==> src/rtl/host_regfile_pkg.sv <==
// Shared definitions for the host register file: register offsets, FSM state types and
// bit positions within CTRL and IRQ.
package host_regfile_pkg;

    localparam logic [31:0] REG_CTRL   = 32'h00;
    localparam logic [31:0] REG_CYCLES = 32'h04;
    localparam logic [31:0] REG_LENGTH = 32'h08;
    localparam logic [31:0] REG_INP_LO = 32'h0C;
    localparam logic [31:0] REG_INP_HI = 32'h10;
    localparam logic [31:0] REG_OUT_LO = 32'h14;
    localparam logic [31:0] REG_OUT_HI = 32'h18;
    localparam logic [31:0] REG_IRQ    = 32'h1C;

    localparam int unsigned CTRL_START_BIT  = 0;
    localparam int unsigned CTRL_DONE_BIT   = 1;
    localparam int unsigned IRQ_ENABLE_BIT  = 0;
    localparam int unsigned IRQ_PENDING_BIT = 1;

    typedef enum logic {
        H_IDLE,
        H_READ
    } host_state_t;

    typedef enum logic {
        C_IDLE,
        C_BUSY
    } ctrl_state_t;

endpackage

==> src/rtl/host_regfile.sv <==
// Host-visible control/status register file driving the add-by-one engine.
// Optional interrupt register and irq port are enabled by defining HOST_REGFILE_IRQ_EN.
module host_regfile
    import host_regfile_pkg::*;
#(
    parameter int unsigned HOST_ADDR_BITS = 8,
    parameter int unsigned HOST_DATA_BITS = 32,
    parameter int unsigned MEM_ADDR_BITS  = 64
) (
    input  logic                      clock,
    input  logic                      reset_n,
    input  logic                      host_req_valid,
    input  logic                      host_req_opcode,
    input  logic [HOST_ADDR_BITS-1:0] host_req_addr,
    input  logic [HOST_DATA_BITS-1:0] host_req_value,
    output logic                      host_req_deq,
    output logic                      host_resp_valid,
    output logic [HOST_DATA_BITS-1:0] host_resp_bits,
    output logic                      launch,
    input  logic                      finish,
    output logic [HOST_DATA_BITS-1:0] length,
    output logic [MEM_ADDR_BITS-1:0]  inp_baddr,
    output logic [MEM_ADDR_BITS-1:0]  out_baddr
`ifdef HOST_REGFILE_IRQ_EN
    ,
    output logic                      irq
`endif
);

    // Base addresses are split into a low host word and the remaining high bits.
    localparam int unsigned HI_BITS = MEM_ADDR_BITS - HOST_DATA_BITS;

    host_state_t host_state_q;
    ctrl_state_t ctrl_state_q;

    logic [HOST_DATA_BITS-1:0] resp_bits_q;
    logic                      resp_valid_q;
    logic                      launch_q;
    logic                      done_q;
    logic [HOST_DATA_BITS-1:0] cycles_q;
    logic [HOST_DATA_BITS-1:0] length_q;
    logic [MEM_ADDR_BITS-1:0]  inp_baddr_q;
    logic [MEM_ADDR_BITS-1:0]  out_baddr_q;

    logic [31:0]               word_addr;
    logic                      wr_acc;
    logic                      rd_acc;
    logic                      start_wr;
    logic                      cfg_wr;
    logic                      busy_finish;
    logic [HOST_DATA_BITS-1:0] rd_data;

    assign word_addr    = 32'(host_req_addr) & ~32'h3;
    assign host_req_deq = (host_state_q == H_IDLE) && host_req_valid;
    assign wr_acc       = host_req_deq && host_req_opcode;
    assign rd_acc       = host_req_deq && !host_req_opcode;
    assign start_wr     = wr_acc && (word_addr == REG_CTRL) && host_req_value[CTRL_START_BIT];
    // Engine configuration is frozen while a run is in flight.
    assign cfg_wr       = wr_acc && (ctrl_state_q == C_IDLE);
    assign busy_finish  = (ctrl_state_q == C_BUSY) && finish;

`ifdef HOST_REGFILE_IRQ_EN
    logic irq_enable_q;
    logic irq_pending_q;
`endif

    always_comb begin
        rd_data = '0;
        case (word_addr)
            REG_CTRL:   rd_data[CTRL_DONE_BIT] = done_q;
            REG_CYCLES: rd_data = cycles_q;
            REG_LENGTH: rd_data = length_q;
            REG_INP_LO: rd_data = inp_baddr_q[HOST_DATA_BITS-1:0];
            REG_INP_HI: rd_data = HOST_DATA_BITS'(inp_baddr_q >> HOST_DATA_BITS);
            REG_OUT_LO: rd_data = out_baddr_q[HOST_DATA_BITS-1:0];
            REG_OUT_HI: rd_data = HOST_DATA_BITS'(out_baddr_q >> HOST_DATA_BITS);
`ifdef HOST_REGFILE_IRQ_EN
            REG_IRQ: begin
                rd_data[IRQ_ENABLE_BIT]  = irq_enable_q;
                rd_data[IRQ_PENDING_BIT] = irq_pending_q;
            end
`endif
            default: rd_data = '0;
        endcase
    end

    // Host FSM: reads capture the pre-edge register view and answer one cycle later.
    always_ff @(posedge clock or negedge reset_n) begin
        if (!reset_n) begin
            host_state_q <= H_IDLE;
            resp_valid_q <= 1'b0;
            resp_bits_q  <= '0;
        end else begin
            resp_valid_q <= 1'b0;
            case (host_state_q)
                H_IDLE: begin
                    if (rd_acc) begin
                        resp_bits_q  <= rd_data;
                        resp_valid_q <= 1'b1;
                        host_state_q <= H_READ;
                    end
                end
                H_READ:  host_state_q <= H_IDLE;
                default: host_state_q <= H_IDLE;
            endcase
        end
    end

    always_ff @(posedge clock or negedge reset_n) begin
        if (!reset_n) begin
            ctrl_state_q <= C_IDLE;
            launch_q     <= 1'b0;
            done_q       <= 1'b0;
            cycles_q     <= '0;
        end else begin
            launch_q <= 1'b0;
            case (ctrl_state_q)
                C_IDLE: begin
                    if (start_wr) begin
                        launch_q     <= 1'b1;
                        done_q       <= 1'b0;
                        cycles_q     <= '0;
                        ctrl_state_q <= C_BUSY;
                    end
                end
                C_BUSY: begin
                    // The finishing cycle is counted as part of the run.
                    if (cycles_q != '1) begin
                        cycles_q <= cycles_q + HOST_DATA_BITS'(1);
                    end
                    if (finish) begin
                        done_q       <= 1'b1;
                        ctrl_state_q <= C_IDLE;
                    end
                end
                default: ctrl_state_q <= C_IDLE;
            endcase
        end
    end

    always_ff @(posedge clock or negedge reset_n) begin
        if (!reset_n) begin
            length_q    <= '0;
            inp_baddr_q <= '0;
            out_baddr_q <= '0;
        end else if (cfg_wr) begin
            case (word_addr)
                REG_LENGTH: length_q <= host_req_value;
                REG_INP_LO: inp_baddr_q[HOST_DATA_BITS-1:0] <= host_req_value;
                REG_INP_HI: inp_baddr_q[MEM_ADDR_BITS-1:HOST_DATA_BITS] <=
                                host_req_value[HI_BITS-1:0];
                REG_OUT_LO: out_baddr_q[HOST_DATA_BITS-1:0] <= host_req_value;
                REG_OUT_HI: out_baddr_q[MEM_ADDR_BITS-1:HOST_DATA_BITS] <=
                                host_req_value[HI_BITS-1:0];
                default: ;
            endcase
        end
    end

`ifdef HOST_REGFILE_IRQ_EN
    logic irq_wr;
    assign irq_wr = wr_acc && (word_addr == REG_IRQ);

    // A finish landing in the same cycle as a W1C keeps the interrupt pending.
    always_ff @(posedge clock or negedge reset_n) begin
        if (!reset_n) begin
            irq_enable_q  <= 1'b0;
            irq_pending_q <= 1'b0;
        end else begin
            if (irq_wr) begin
                irq_enable_q <= host_req_value[IRQ_ENABLE_BIT];
            end
            if (busy_finish && irq_enable_q) begin
                irq_pending_q <= 1'b1;
            end else if (irq_wr && host_req_value[IRQ_PENDING_BIT]) begin
                irq_pending_q <= 1'b0;
            end
        end
    end

    assign irq = irq_pending_q;
`else
    logic unused_busy_finish;
    assign unused_busy_finish = busy_finish;
`endif

    assign host_resp_valid = resp_valid_q;
    assign host_resp_bits  = resp_bits_q;
    assign launch          = launch_q;
    assign length          = length_q;
    assign inp_baddr       = inp_baddr_q;
    assign out_baddr       = out_baddr_q;

endmodule
==> config.mk <==
export PLATFORM = sky130hd
export DESIGN_NAME = host_regfile
export DESIGN_NICKNAME = d
export VERILOG_FILES = /design/src/rtl/host_regfile_pkg.sv /design/src/rtl/host_regfile.sv
export SDC_FILE = /design/constraint.sdc
export NUM_CORES = 1
export LEC_CHECK = 0
export BUFFER_PORTS_ARGS = -buffer_cell sky130_fd_sc_hd__buf_2
export CAP_MARGIN = 10
export CORE_ASPECT_RATIO = 0.6
export CORE_MARGIN = 3
export CORE_UTILIZATION = 49
export CTS_CLUSTER_DIAMETER = 80
export CTS_CLUSTER_SIZE = 25
export DETAILED_ROUTE_END_ITERATION = 10
export HOLD_SLACK_MARGIN = 0.03
export PLACE_DENSITY = 0.77
export SYNTH_ARGS = -nofsm -noshare
export SYNTH_HDL_FRONTEND = slang
export SYNTH_SLANG_ARGS = --single-unit
==> constraint.sdc <==
create_clock -name clock -period 1.95 [get_ports clock]
set_input_delay 0.39 -clock clock [delete_from_list [all_inputs] [get_ports clock]]
set_output_delay 0.39 -clock clock [all_outputs]
set_load 0.01 [all_outputs]
; After elaboration in Yosys (flattened, before gate mapping)
; Index checks and enable logic that the tools add are counted.
[classes]
eq_ne = 10
addsub = 1
muxes = 16
n_reduce_logical = 16
bitwise = 2
[ops]
columns = cell, count
row1 = $pmux W30 S6, 1
row2 = $mux W32, 2
row3 = $pmux W32 S2, 1
row4 = $add A32 B1 Y32 const B, 1
row5 = $logic_not A32 Y1, 1
row6 = $ne A32 B32 Y1 const B, 1
row7 = $eq A6 B3 Y1 const B, 3
row8 = $reduce_and A2 Y1, 8
row9 = $eq A6 B2 Y1 const B, 2
row10 = $mux W1, 7
row11 = $pmux W1 S7, 1
row12 = $eq A6 B1 Y1 const B, 1
row13 = $logic_and A1 B1 Y1, 6
row14 = $pmux W1 S2, 3
row15 = $pmux W1 S6, 1
row16 = $ne A2 B2 Y1 const B, 2
row17 = $ne A2 B1 Y1 const B, 1
row18 = $not A1 Y1, 2
row19 = $logic_not A1 Y1, 1
[totals]
ff_bits = 229
in_bits = 45

; Logic depth before layout (Yosys ltp)
; Gate-level depths: netlist of the first run.
[depth]
word_depth = 7
depth_mapped = 7
depth_no_buf = 6

; Worst setup path after synthesis of the first run
; OpenSTA, ideal clock, no wires.
[synth_path]
path_kind = input to register
start = in host_req_addr[7]
end = reg inp_baddr_q[10] (netlist: inp_baddr[10])
path_slack_ns = 0.003
setup_ns = 0.128
stages = 5
t_required_ns = 1.822
t_arrival_ns = 1.820
cell_sequence = or3b_4 -> nor4b_4 -> nand2_1 -> buf_2 -> mux2_1
[synth_via]
elab_chain_len = 2
[synth_lines]
columns = element, line_no
row1 = "start, declared", host_regfile.sv:14  ; input logic [HOST_ADDR_BITS-1:0] host_req_addr,
row2 = $eq A6 B2 Y1, host_regfile.sv:147  ; case (word_addr)
row3 = $reduce_and A2 Y1 (no line), -
row4 = "end signal, assigned by index", host_regfile.sv:149  ; REG_INP_LO: inp_baddr_q[HOST_DATA_BITS-1:0] <= host_req_value;
row5 = "end signal, assigned by index", host_regfile.sv:150  ; REG_INP_HI: inp_baddr_q[MEM_ADDR_BITS-1:HOST_DATA_BITS] <=
row6 = "end, declared", host_regfile.sv:42  ; logic [MEM_ADDR_BITS-1:0] inp_baddr_q;
; Every way passes these cells.
; A chain may end at the register's enable or synchronous reset.

; Worst setup path in the final report of the first run
[layout_path]
start = reg cycles_q[31]
end = reg cycles_q[8]
[layout_via]
elab_chain_len = 3
[layout_lines]
columns = element, line_no
row1 = "start, declared", host_regfile.sv:40  ; logic [HOST_DATA_BITS-1:0] cycles_q;
row2 = "start signal, assigned", host_regfile.sv:129  ; cycles_q <= cycles_q + HOST_DATA_BITS'(1);
row3 = $ne A32 B32 Y1, host_regfile.sv:128  ; if (cycles_q != '1) begin
row4 = $ne A2 B1 Y1 (no line), -
row5 = $reduce_and A2 Y1 (no line), -
; Every way passes these cells.

==> run_results.csv, run 1 <==
group,metric,value,unit
route,routed-via-count,8120,
yosys,synth-async-reset-ratio,100,%
layout,seqCellArea,5710,µm²
floorplan,die_area,22400,µm²
placement,port-buffer-count,237,
layout,finalNetCount,1119,
timing,slew_viol_final,0,
global_routing,grt_pass1_wl,46.4,mm
clock_network,clk_path_buf_depth,3,
hold_path,hold_depth,2,
yosys,ys_seq_area_share,56.6,%
setup_path,arrival,2300,ps
timing,max_freq,0.525,GHz
floorplan,ioPinCount,240,
route,drt-pass1-iter-count,5,
timing,max_slew_margin,70.4,%
route,routedWlPerCell,22.3,µm
floorplan,rows,39,
yosys,synth_area_leader_cell,"dfrtp_1",
setup_path,required,2340,ps
setup_path,ff2ff_path_depth,6,
yosys,synth_enable_flop_cells,0,
global_routing,grt_start_max_net_pins,54,
placement,placed_cells,1321,
yosys,syn_inst,793,
yosys,synth_common_cells,"228 x dfrtp_1, 112 x mux2_2, 49 x mux2_1, 44 x a31oi_1, 39 x nor2_1",
floorplan,core_area,19600,µm²
global_routing,grt_overflow_total,0,
timing,tightest_slew,443,ps
clock_network,cts_sinks,228,
yosys,synth.top_cell.area_share,56.6,%
clock_network,clkLatencyLatePin,490,ps
floorplan,die_w,191,µm
layout,area_delta_synth_final,25.6,%
hold_path,hp-class,"input port to flop",
timing,hold_violations,0,
power_and_ir_drop,power,9.78,mW
placement,dpl.hpwl,21.6,mm
global_routing,grt_pass1_vias,7979,
route,drc,0,
layout,num_antenna_cells,0,
setup_path,r2r-end,"cycles_q[8]",
flow_run,drv_cap,0,
yosys,ys_top_cells_by_area,"dfrtp_1 57%, mux2_2 13%, mux2_1 5.5%",
route,wirelength,29.9,mm
layout,final.fill_count,1596,
yosys,synth_fp_nets,839,
timing,holdWs,121,ps
global_routing,grt_use_total,26.5,%
timing,setup_violations,0,
setup_path,worstSetupPathType,"flop to flop",
timing,fin_crit_sh,97.6,%
yosys,syn_area_per_cell,12.7,µm²
setup_path,worst_setup_path_end_kind,"flop",
yosys,yosys_most_used_dff,"dfrtp_1",
yosys,yosysMostFrequentCell,"dfrtp_1",
timing,fin_worst_skew,29.2,ps
route,drtAntennaViolNets,0,
clock_network,clk_pin_slew_worst_paths,110,ps
hold_path,holdPathEnd,"ctrl_state_q",
placement,gp_congestion,0.911,
hold_path,hp-start,"finish",
setup_path,r2r-start,"cycles_q[31]",
yosys,syn-cell-area,10100,µm²
clock_network,htreeDepth,1,
clock_network,numCtsBuffers,13,
floorplan,die_h,117,µm
global_routing,antenna_found_initial,1,
layout,multi_input_area,4160,µm²
setup_path,rrSetupSlack,50,ps
clock_network,cts-root-buf,"clkbuf_16",
route,viasPerCell,6.06,
floorplan,start_util,51.4,%
layout,layoutNonFillerInstCount,1339,
route,dr.first_iter.drc_count,618,
setup_path,worstSetupStartpointType,"flop",
timing,min_period,1900,ps
yosys,synth-seq-cells,228,
power_and_ir_drop,ir_drop,835,µV
power_and_ir_drop,p_per_area,773,nW/µm²
clock_network,cts_tree,"yes",
setup_path,path_max_fanout,14,
yosys,ys_warn_count,0,
outcome,status,"finished, final reports clean",
yosys,synth.distinct_cells,52,
power_and_ir_drop,leakage,6.47,nW
layout,drive_gt1_share,44.6,%
-- report_power, final --
part / leakage [nW] / switching, mW / internal, mW
sequential: 3.02 / 0.316 / 5.13
clock: 0.176 / 1.59 / 1.25
combinational: 3.27 / 0.817 / 0.679
-- stage by stage --
step                setup TNS [ps]  utilization, %  cell area (µm²)  setup slack [ps]
floorplan                        0               -            10100              2.93
global placement            -16450            62.3            12200              -221
detailed placement          -22700            62.3            12200              -246
CTS                              0            64.3            12600              31.6
global route                  -816            64.5            12700             -96.1
finish                           0            64.5            12700              46.7
-- cells by family after synthesis --
logic type,share of synthesized area (%)
DFF,56.6
AOI/OAI and AO/OA,14.3
muxes,18.1
and+or+nand+nor,7.96
buffers and inverters,2.89
xor gates and xnor gates,0.0869
adders and majority gates,0.124
-- state kept, by name, summed over array words and instances (netlist names) --
signal / cells
length: 32
cycles_q: 32
host_state_q: 1
ctrl_state_q: 1
launch: 1
out_baddr: 64
done_q: 1
inp_baddr: 64
host_resp_bits: 32
-- placed cells by master (no fill, tap or decap), types with 10 or more instances in the layout --
cell,n
mux2_1,49
buf_4,70
a31oi_1,44
nand2_1,22
dfrtp_1,227
nand3_1,17
mux2_2,112
and3_1,14
a21oi_1,10
clkbuf_16,13
a22o_1,34
a221oi_1,31
buf_2,236
buf_12,16
a22oi_1,33
nor2_1,38
-- repair_timing --
action	4_1_cts	5_1_grt
gates resized for setup	1	10
setup endpoints to repair	2	30
endpoints found under the hold margin	46	0
hold buffers	1	0
pin swaps	0	2
buffers inserted	2	0
-- worst max-delay path by stage --
stage | cells past startpoint | endpoint | start
after floorplan | 5 | inp_baddr[10] | host_req_addr[7]
after CTS | 8 | cycles_q[30] | cycles_q[0]
after detailed placement | 7 | out_baddr[44] | host_req_addr[5]
after global routing | 6 | cycles_q[24] | cycles_q[27]
after global placement | 7 | out_baddr[47] | host_req_addr[5]
final | 6 | cycles_q[8] | cycles_q[31]
-- critical path: stages (launching register included) --
cell and delay (ps):
dfrtp_1 380, nand4_1 220, nor4_2 440, nand3_2 180, a21o_1 250, buf_12 160, a31oi_1 170
-- layout make-up --
| type | instances | share of cell area (%) |
|---|---|---|
| flip-flops and latches | 228 | 45.1 |
| clock buffers | 13 | 2.57 |
| clock inverters | 2 | 0.306 |
| repair buffers | 326 | 16.4 |
| well taps | 266 | 2.63 |
| inverters | 5 | 0.148 |
| multi-input cells | 499 | 32.9 |
-- per-layer routing --
metal  part of all wire [%]  global-route usage (%)  vias up  wire, µm
met5                  0.044                       0        -        13
met4                    1.7                    4.69        2       500
met3                    9.4                    7.23       41      2820
met2                     43                    40.2      351     12800
met1                     46                    39.1     4126     13700
li1                       -                       -     3600         -
No activity file was read; power rests on OpenSTA's default activity.
==> run 2, diff against run 1 <==
--- a/config.mk
+++ b/config.mk
@@ -9,12 +9,13 @@
 export CAP_MARGIN = 10
 export CORE_ASPECT_RATIO = 0.6
 export CORE_MARGIN = 3
-export CORE_UTILIZATION = 49
+export CORE_UTILIZATION = 50
+export CTS_BUF_LIST = sky130_fd_sc_hd__clkbuf_4 sky130_fd_sc_hd__clkbuf_8
 export CTS_CLUSTER_DIAMETER = 80
 export CTS_CLUSTER_SIZE = 25
 export DETAILED_ROUTE_END_ITERATION = 10
 export HOLD_SLACK_MARGIN = 0.03
-export PLACE_DENSITY = 0.77
+export PLACE_DENSITY = 0.78
 export SYNTH_ARGS = -nofsm -noshare
 export SYNTH_HDL_FRONTEND = slang
 export SYNTH_SLANG_ARGS = --single-unit
==> run 2 against run 1 <==
Against the previous run:
- combinational power up 4%
- hold slack worse by 63 ps
- non-clock buffer count up 23
- die area down 1.9%
- clock power down 24%
- final area up 0.56%
- via count up 0.78%
- register-to-register slack worse by 40 ps
- highest routed layer unchanged
==> run_results.csv, run 2 (synthesis gave the netlist of run 1 again) <==
group,metric,value,unit
clock_network,clkLatencyLatePin,520,ps
setup_path,ff2ff_path_depth,7,
flow_run,drv_cap,0,
clock_network,clk_path_buf_depth,3,
placement,placed_cells,1337,
hold_path,hp-class,"input port to flop",
layout,fin_util,65.5,%
timing,setup_violations,0,
timing,fin_worst_skew,32.0,ps
timing,hold_violations,0,
layout,layoutNonFillerInstCount,1362,
placement,port-buffer-count,237,
timing,holdWs,58.2,ps
clock_network,clk_pin_slew_worst_paths,150,ps
placement,dpl.hpwl,21.2,mm
route,viasPerCell,6.01,
layout,final_cell_mix,"237 x buf_2, 228 x dfrtp_1, 112 x mux2_2, 93 x buf_4, 49 x mux2_1",
global_routing,antenna_found_initial,3,
layout,area_delta_synth_final,26.3,%
setup_path,worst_setup_path_end_kind,"flop",
floorplan,core_area,19400,µm²
route,routed-via-count,8183,
global_routing,grt_use_total,26.3,%
outcome,status,"finished, final reports clean",
route,routedWlPerCell,21.8,µm
timing,tightest_slew,421,ps
floorplan,start_util,51.9,%
clock_network,htreeDepth,1,
timing,min_period,1940,ps
setup_path,worstSetupPathType,"flop to flop",
clock_network,cts-root-buf,"clkbuf_8",
power_and_ir_drop,p_per_area,717,nW/µm²
global_routing,grt_start_max_net_pins,66,
setup_path,path_max_fanout,12,
setup_path,rrSetupSlack,10,ps
power_and_ir_drop,ir_drop,528,µV
placement,gp_congestion,0.896,
route,drt-pass1-iter-count,5,
global_routing,grt_pass1_vias,7984,
hold_path,hp-start,"finish",
route,drc,0,
setup_path,r2r-start,"cycles_q[29]",
timing,rsz0062_at_grt,"true",
layout,num_antenna_cells,0,
power_and_ir_drop,leakage,6.56,nW
timing,fin_crit_sh,99.4,%
global_routing,grt_pass1_wl,45.5,mm
layout,finalNetCount,1142,
setup_path,required,2420,ps
floorplan,die_w,189,µm
hold_path,hold_depth,2,
layout,final_common_cell,"buf_2",
floorplan,ioPinCount,240,
clock_network,numCtsBuffers,13,
global_routing,grt_overflow_total,0,
floorplan,rows,39,
clock_network,cts_sinks,228,
timing,max_slew_margin,71.7,%
route,dr.first_iter.drc_count,651,
layout,drive_gt1_share,46.2,%
setup_path,worstSetupStartpointType,"flop",
floorplan,die_h,116,µm
route,wirelength,29.7,mm
setup_path,r2r-end,"cycles_q[1]",
hold_path,holdPathEnd,"ctrl_state_q",
timing,max_freq,0.516,GHz
floorplan,die_area,22000,µm²
setup_path,arrival,2400,ps
timing,slew_viol_final,0,
clock_network,cts_tree,"yes",
route,drtAntennaViolNets,0,
run 2: cell count changes in the layout (fill, tap and decap cells not counted), moves of 3 or more:
cell and change:
buf_4 +23, clkbuf_8 +13, nor4_4 +3, buf_12 -3
clkbuf_16 -13
run 2: worst max-delay path: stages, from the launching register on:
cell and delay, ps:
dfrtp_1 370, nand4_1 200, nor4_4 380, nand3_2 130, buf_4 160, a21oi_4 340
buf_4 180, a32o_1 110
run 2: worst max path at each step:
stage                    end              from
2_1_floorplan  inp_baddr[10]  host_req_addr[7]
3_3_place_gp     cycles_q[1]      cycles_q[31]
3_5_place_dp     cycles_q[1]      cycles_q[31]
4_1_cts         cycles_q[31]      cycles_q[14]
5_1_grt          cycles_q[1]      cycles_q[28]
6_report         cycles_q[1]      cycles_q[29]
run 2: final cells by class:
type | count | area (µm²)
clock inverters | 1 | 30.0
inverters | 5 | 22.5
fillers | 1573 | 6690
repair buffers | 349 | 2220
clock buffers | 14 | 186
multi-input cells | 499 | 4230
well taps | 266 | 333
flip-flops and latches | 228 | 5710
run 2: per-stage QoR:
stage                     power [mW]  setup slack [ps]  cell area [µm²]  setup TNS [ps]
final                           9.13              11.6            12700               0
after CTS                       9.17              15.6            12600               0
after global placement          6.98              -297            12300          -11280
after detailed placement        7.04              -481            12300          -21110
after floorplan                 6.14              2.93            10100               0
after global routing            9.56             -67.7            12700            -283
run 2: per-layer routing:
metal / vias up / wire [µm] / GRT usage (%)
met1: 4153 / 13600 / 39.1
met2: 357 / 12800 / 39.8
met5: - / 41 / 0.214
met4: 6 / 444 / 4.63
met3: 40 / 2790 / 6.83
li1: 3627 / - / -
run 2: repair_timing:
action                     CTS  global route
pin swaps                    2             6
setup buffers                2             7
setup endpoints to repair   18            23
hold buffers                 1             0
hold endpoints to repair    33             0
gates resized for setup      8            17
run 2: power by group:
group	switching [mW]	total [mW]	leakage (nW)	internal, mW
sequential	0.289	5.42	3.02	5.13
combinational	0.850	1.56	3.43	0.707
clock	1.48	2.15	0.109	0.669
total	2.62	9.13	6.56	6.51
==> run 3, diff against run 2 <==
--- a/config.mk
+++ b/config.mk
@@ -10,7 +10,7 @@
 export CORE_ASPECT_RATIO = 0.6
 export CORE_MARGIN = 3
 export CORE_UTILIZATION = 50
-export CTS_BUF_LIST = sky130_fd_sc_hd__clkbuf_4 sky130_fd_sc_hd__clkbuf_8
+export CTS_BUF_LIST = sky130_fd_sc_hd__clkbuf_2
 export CTS_CLUSTER_DIAMETER = 80
 export CTS_CLUSTER_SIZE = 25
 export DETAILED_ROUTE_END_ITERATION = 10
==> run 3 against run 2 <==
Against the previous run:
- the run now ends with negative setup slack left
- sequential share of layout area fell by 2.1 points
- critical path depth fell by 4
- core utilization rose by 3.2 points
- clock-buffer cell count did not move
- sequential power barely moved
- largest power group unchanged
- highest routed layer unchanged
==> run_results.csv, run 3 (synthesis gave the netlist of run 1 again) <==
group,metric,value,unit
clock_network,cts_sinks,228,
layout,final_area,13400,µm²
floorplan,start_util,51.9,%
clock_network,cts-root-buf,"clkbuf_2",
layout,multi_input_area,4260,µm²
global_routing,grt_overflow_total,0,
clock_network,clk_path_buf_depth,3,
layout,drive_gt1_share,46.7,%
layout,num_antenna_cells,0,
power_and_ir_drop,p_sw,2.62,mW
placement,dpl.hpwl,21.2,mm
layout,final_cell_mix,"228 x buf_2, 228 x dfrtp_1, 120 x buf_4, 112 x mux2_2, 49 x mux2_1",
setup_path,rrSetupSlack,-30,ps
timing,max_slew_margin,70.4,%
layout,finalNetCount,1212,
setup_path,critPathCapture,"host_req_deq",
setup_path,startpoint,"host_state_q",
setup_path,r2r-end,"cycles_q[1]",
timing,max_freq,0.488,GHz
clock_network,cts_tree,"yes",
placement,port-buffer-count,237,
setup_path,worstSetupStartpointType,"flop",
outcome,failed_checks,"negative setup slack",
route,drt-pass1-iter-count,5,
timing,setup_ws,-98.6,ps
power_and_ir_drop,ir_drop,537,µV
timing,holdWs,91.9,ps
outcome,status,"complete, but fails checks",
route,viasPerCell,5.90,
timing,fin_crit_sh,105,%
clock_network,numCtsBuffers,13,
power_and_ir_drop,seq_power_share,61.6,%
layout,final.fill_count,1466,
route,routedWlPerCell,21.4,µm
timing,min_period,2050,ps
global_routing,antenna_found_initial,1,
global_routing,grt_pass1_wl,46.5,mm
timing,tightest_slew,444,ps
route,routed-via-count,8453,
floorplan,die_h,116,µm
setup_path,critPathSlowestCell,"dfrtp_1",
timing,hold_violations,0,
global_routing,grt_use_total,26.8,%
clock_network,clk_pin_slew_worst_paths,440,ps
floorplan,die_w,189,µm
placement,place_area,12300,µm²
layout,area_delta_synth_final,32.5,%
route,dr.first_iter.drc_count,648,
setup_path,worst_setup_path_end_kind,"output port",
power_and_ir_drop,swShare,29.7,%
floorplan,ioPinCount,240,
power_and_ir_drop,p_comb_share,19.7,%
global_routing,grt_pass1_vias,8212,
setup_path,worstSetupPathType,"flop to output port",
setup_path,ff2ff_path_depth,7,
power_and_ir_drop,p_per_area,662,nW/µm²
setup_path,r2r-start,"cycles_q[1]",
route,drtAntennaViolNets,0,
global_routing,grt_start_max_net_pins,66,
placement,gp_congestion,0.896,
floorplan,die_area,22000,µm²
floorplan,core_area,19400,µm²
setup_path,path_max_fanout,2,
power_and_ir_drop,p_int,6.21,mW
clock_network,htreeDepth,1,
route,drc,0,
timing,slew_viol_final,0,
timing,setup_violations,3,
hold_path,hp-class,"input port to flop",
setup_path,slowest_delay,480,ps
flow_run,drv_cap,0,
setup_path,arrival,1660,ps
power_and_ir_drop,power_frac_clock,18.8,%
timing,fin_worst_skew,94.5,ps
layout,seqCellArea,5710,µm²
setup_path,cpMostUsedCell,"buf_6",
power_and_ir_drop,leakage,6.86,nW
clock_network,clkLatencyLatePin,820,ps
route,wirelength,30.7,mm
timing,rsz0062_at_grt,"true",
setup_path,cp_cell_sequence,"buf_6 -> nor2b_4 -> buf_6",
floorplan,rows,39,
setup_path,required,1560,ps
## run 3: cell count changes in the layout (fill, tap and decap cells not counted), sizes merged
cell / before / now
dlygate4sd3: 1 / 38
buf: 348 / 380
clkinvlp: 1 / 2
## run 3: critical path: cells and delay by family, from the launching register on
kind	cells	cell delay, ps
DFF	1	480
and+or+nand+nor	1	120
buffers and inverters	2	240
## run 3: metrics by stage
stage	util (%)	worst slack, ps	power [mW]	std cells	setup TNS (ps)
4_1_cts	66.4	-144	8.77	1394	-185
6_report	68.7	-98.6	8.83	1432	-134
3_5_place_dp	63.3	-481	7.04	1337	-21110
5_1_grt	68.7	-195	9.26	1432	-1160
2_1_floorplan	-	2.93	6.14	793	0
3_3_place_gp	63.3	-297	6.98	1337	-11280
## run 3: worst min-delay path by stage
stage	from	to	slack (ps)	depth (start not counted)
after floorplan	reset_n	ctrl_state_q	90	0
after global placement	reset_n	host_resp_bits[11]	290	1
after detailed placement	reset_n	host_resp_bits[11]	290	1
after CTS	host_req_addr[2]	ctrl_state_q	40	5
after global routing	host_req_addr[2]	ctrl_state_q	30	5
final	host_req_addr[2]	ctrl_state_q	90	5
## run 3: area by class of cell
class	count	area share [%]
clock buffers	14	0.525
clock inverters	1	0.225
inverters	5	0.169
multi-input cells	499	31.9
flip-flops and latches	228	42.7
well taps	266	2.49
repair buffers	418	21.9
repair inverters	1	0.0562
## run 3: layer usage
metal  GRT usage [%]  up-vias  routed length, µm
li1                -     3769                  -
met1            39.7     4278              13900
met2            41.1      367              13500
met3            6.17       37               2780
met4            5.66        2                563
met5               0        -                 13
## run 3: timing repair
item,4_1_cts,5_1_grt
hold buffers,39,0
pin swaps,2,14
cloned,0,2
hold endpoints to repair,417,0
gates resized for setup,16,33
setup endpoints to repair,29,76
buffers inserted,3,36
## run 3: power by group through the flow
stage	Sequential [mW]	Combinational (mW)	Clock, mW
2_1_floorplan	5.65	0.490	0
3_3_place_gp	5.48	1.50	0
3_5_place_dp	5.50	1.54	0
4_1_cts	5.44	1.62	1.71
5_1_grt	5.50	1.88	1.88
6_report	5.44	1.74	1.66
